**src/rtl/sprite_ram_loader.sv**
```systemverilog
// Writable sprite bitmap: packs a serial pixel-bit stream into ROWS x COLS rows, async row read.
// Latency: COLS+1 cycles per row at full rate, done 1+ROWS*(COLS+1) cycles after start; reads are combinational.
// Backpressure: bit_ready high only in LOAD; bit_valid low stalls with no state change, no timeout.
module sprite_ram_loader #(
  parameter int COLS   = 32,
  parameter int ROWS   = 16,
  parameter int ADDR_W = 4
) (
  input  logic              clk,
  input  logic              rst,
  input  logic              start,
  input  logic              bit_in,
  input  logic              bit_valid,
  output logic              bit_ready,
  output logic              busy,
  output logic              done,
  input  logic [ADDR_W-1:0] rd_addr,
  output logic [COLS-1:0]   rd_data
);

  // Counter must be able to hold the value COLS itself.
  localparam int CNT_W = $clog2(COLS + 1);

  typedef enum logic [1:0] {
    S_IDLE  = 2'd0,
    S_LOAD  = 2'd1,
    S_WRITE = 2'd2,
    S_DONE  = 2'd3
  } state_t;

  state_t            state_q, state_d;
  logic [CNT_W-1:0]  bit_cnt_q, bit_cnt_d;
  logic [ADDR_W-1:0] row_q, row_d;
  logic [COLS-1:0]   shreg_q, shreg_d;
  logic              mem_we;

  // Bitmap storage; deliberately not reset so sprites survive rst.
  logic [COLS-1:0]   mem [ROWS];

  // State, counters and shift register; synchronous reset.
  always_ff @(posedge clk) begin
    if (rst) begin
      state_q   <= S_IDLE;
      bit_cnt_q <= '0;
      row_q     <= '0;
      shreg_q   <= '0;
    end else begin
      state_q   <= state_d;
      bit_cnt_q <= bit_cnt_d;
      row_q     <= row_d;
      shreg_q   <= shreg_d;
    end
  end

  // Row commit; a reset in the WRITE cycle suppresses the write so a
  // partially trusted row never lands in memory.
  always_ff @(posedge clk) begin
    if (mem_we && !rst) begin
      mem[row_q] <= shreg_q;
    end
  end

  // Next-state logic and Moore outputs.
  always_comb begin
    state_d   = state_q;
    bit_cnt_d = bit_cnt_q;
    row_d     = row_q;
    shreg_d   = shreg_q;
    bit_ready = 1'b0;
    busy      = 1'b0;
    done      = 1'b0;
    mem_we    = 1'b0;
    case (state_q)
      S_IDLE: begin
        if (start) begin
          state_d   = S_LOAD;
          bit_cnt_d = '0;
          row_d     = '0;
        end
      end
      S_LOAD: begin
        bit_ready = 1'b1;
        busy      = 1'b1;
        if (bit_valid) begin
          // First bit shifts all the way up to the MSB (column 0).
          shreg_d   = {shreg_q[COLS-2:0], bit_in};
          bit_cnt_d = bit_cnt_q + CNT_W'(1);
          if (bit_cnt_q == CNT_W'(COLS - 1)) begin
            state_d = S_WRITE;
          end
        end
      end
      S_WRITE: begin
        busy      = 1'b1;
        mem_we    = 1'b1;
        bit_cnt_d = '0;
        if (row_q == ADDR_W'(ROWS - 1)) begin
          state_d = S_DONE;
        end else begin
          row_d   = row_q + ADDR_W'(1);
          state_d = S_LOAD;
        end
      end
      S_DONE: begin
        busy    = 1'b1;
        done    = 1'b1;
        state_d = S_IDLE;
      end
      default: begin
        state_d = S_IDLE;
      end
    endcase
  end

  // Asynchronous read; addresses past the last row read as blank.
  always_comb begin
    rd_data = '0;
    if ({1'b0, rd_addr} < (ADDR_W + 1)'(ROWS)) begin
      rd_data = mem[rd_addr];
    end
  end

endmodule

```
**config.mk**
```make
export PLATFORM = sky130hd
export DESIGN_NAME = sprite_ram_loader
export DESIGN_NICKNAME = d
export VERILOG_FILES = /design/src/rtl/sprite_ram_loader.sv
export SDC_FILE = /design/constraint.sdc
export NUM_CORES = 1
export LEC_CHECK = 0
export ABC_AREA = 1
export CORE_MARGIN = 2
export CORE_UTILIZATION = 34
export CTS_BUF_LIST = sky130_fd_sc_hd__clkbuf_8
export CTS_CLUSTER_DIAMETER = 60
export DETAILED_ROUTE_END_ITERATION = 7
export GPL_TIMING_DRIVEN = 0
export SYNTH_ARGS = -nofsm -noshare
export SYNTH_HDL_FRONTEND = slang
export SYNTH_SLANG_ARGS = --single-unit
```
**constraint.sdc**
```tcl
create_clock -name clk -period 5.2 [get_ports clk]
set_input_delay 1.56 -clock clk [delete_from_list [all_inputs] [get_ports clk]]
set_output_delay 1.56 -clock clk [all_outputs]
set_load 0.02 [all_outputs]
```
==> metrics <==
status complete, no violations; CP Data Required Time 3.64 ns; CTS Sinks 556; first-pass GRT wire length 98520 um; DR pass1 iterations 5; Die X 267.6 um; die footprint 71630 sq um; die height 267.6 um; GRT Overall Usage 18.85%; Cell variety after synth 22; worst hold slack 0.5117 ns; Hold Path Class register to register; Hold Fails Final Rpt 0; Post-Synthesis Cells 2324; most common cell after layout, fill and taps aside nand2_1; slew margin rel. 46.17%; max-slew violation count 0; final-stage net count 2486; Initial Utilization 34.40%; largest net degree at the start of global routing 22; max frequency 193.0 MHz; RR Startpoint state_q[1]$_SDFFE_PP0P_; Worst Skew 0.04255 ns; Syn Nets 2338; IO buf count 40; vias in the first global route 16.02k; final setup fails 0; post_cts resized 87; register area 16260 sq um; grt ovf 0; syn_area_per_cell 10.17 sq um; Final Critical Period 5.180 ns; Critical Path Start Type primary input; cts hold-fix bufs 0; Max Cap Viol 0; DRC viols 0; clk slew on worst S/H paths 0.05 ns; CTS tree yes; setup_tns 0 ns; Max VDD drop 0.1649 mV; commonest non-fill, non-tap cells in the layout nand2_1, edfxtp_1, inv_1; WL per Instance 19.42 um; postcts setup bufs 0; Mapped Area 23630 sq um; I/O pins 44; H-tree Lvls 3; RSZ-0062 raised after global routing yes; CP Data Arrival Time 3.62 ns; Area Growth Syn to Fin 16.72%; 1st-iter DRT viols 1904; warnings from Yosys 0; CTS max path bufs 3; Final HPWL DP 43920 um; Final period util 99.62%; DR vias 16.59k; Fill cells 6602; Crit. End Element output port; Worst Path Max Fanout 10; Worst Max-Slew Pin Slew 0.8056 ns; Pleak 11.93 nW; HP Start bit_cnt_q[1]$_SDFFE_PP0P_; post-synth top area share 65.06%; Synth Register Bits 556; PwrDens 321.6 nW/um^2; gp weighted congestion 0.8160; Vias per Instance 4.775; layout cell share with drive strength beyond 1 9.677%; Root Buffer clkbuf_8; initial antenna violation count 0; sequential area share after synthesis 68.78%; Num CTS Buffers 90; area occupied by multi-input gates 5429 sq um; Yosys top cell by area edfxtp_1; Routed Antenna Nets 0; core area 68710 sq um; WS Path Type primary input to output port; Setup crit start rd_addr[3]; top cells by area, synth edfxtp_1, nand2_1, nand3_1; total wire length 67450 um; later-pin clock latency in the skew report 0.70 ns; FP Rows 96
[stage by stage]
| stage | total power, mW | setup WS (ns) | cells | area, sq um | utilization [%] |
|---|---|---|---|---|---|
| 4_1_cts | 8.921 | 0.002392 | 3473 | 27480 | 40.00 |
| 6_report | 8.872 | 0.01988 | 3474 | 27590 | 40.15 |
| 5_1_grt | 9.161 | -0.003149 | 3473 | 27580 | 40.15 |
| 2_1_floorplan | 5.251 | 1.118 | 2324 | 23630 | - |
| 3_5_place_dp | 5.507 | -1.339 | 3311 | 25690 | 37.39 |
| 3_3_place_gp | 5.499 | -1.347 | 3295 | 25200 | 36.68 |
[layout make-up]
cell class	count	area share, %
sequential	556	58.93
multi-input combinational	1245	19.68
inverter	408	5.561
clock buffer	93	4.640
tap	931	4.223
timing repair buffer	56	2.867
buffer	115	2.862
clock inverter	69	1.229
antenna	1	0.009072
[synthesized netlist by cell type]
library cell / n
nand2_1: 766
edfxtp_1: 512
inv_1: 405
nand3_1: 393
buf_2: 62
dfxtp_1: 44
a21oi_1: 40
clkbuf_1: 31
nor2_1: 23
buf_1: 14
buf_4: 8
ha_1: 5
nand4_1: 5
o21ai_0: 5
inv_2: 3
o21bai_1: 2
nand2_2: 1
nor2_4: 1
nor3_1: 1
o211ai_1: 1
o21ai_1: 1
xor2_1: 1
[cell families (layout without fill, tap and decap cells)]
kind of cell    count (synthesis)  after routing  synth area share, %
simple gates                 1190           1190                21.08
compound gates                 49             49                1.069
buf+inv                       523            741                8.762
flops                         556            556                68.78
fa+ha+maj                       5              5               0.2647
other cells                     0              1                    0
xor+xnor                        1              1              0.03707
[worst paths after layout]
kind,end,slack (ns),depth (start not counted)
worst min register to register,bit_cnt_q[1]$_SDFFE_PP0P_,0.51,2
worst min-delay path,bit_cnt_q[1]$_SDFFE_PP0P_,0.51,2
worst max-delay path,rd_data[6],0.02,5
worst max register to register,mem[11][19]$_DFFE_PP_,2.65,7
[worst max-delay path, stage by stage]
cell             delay (ns)
clkbuf_1               0.49
buf_1                  0.56
nand3_1                0.20
nand2_1                0.17
clkdlybuf4s50_1        0.62
[routing by layer]
layer,up-vias,GRT usage [%],part of all wire (%)
li1,7823,-,-
met1,7929,24.47,42
met2,697,31.67,48
met3,139,2.933,7.3
met4,0,7.353,3.3
met5,-,0,0
[report_power, final]
| part | leakage (nW) | total [mW] | internal, mW | switching, mW |
|---|---|---|---|---|
| Sequential | 5.03 | 4.83 | 4.82 | 0.00979 |
| Clock | 0.988 | 3.44 | 1.72 | 1.72 |
| Combinational | 5.91 | 0.602 | 0.187 | 0.416 |
[registers in the layout (all words and copies together), names as in the netlist]
register / cells
bit_cnt_q: 6
shreg_q: 32
state_q: 2
mem: 512
row_q: 4
Power figures use the tool's default switching activity.
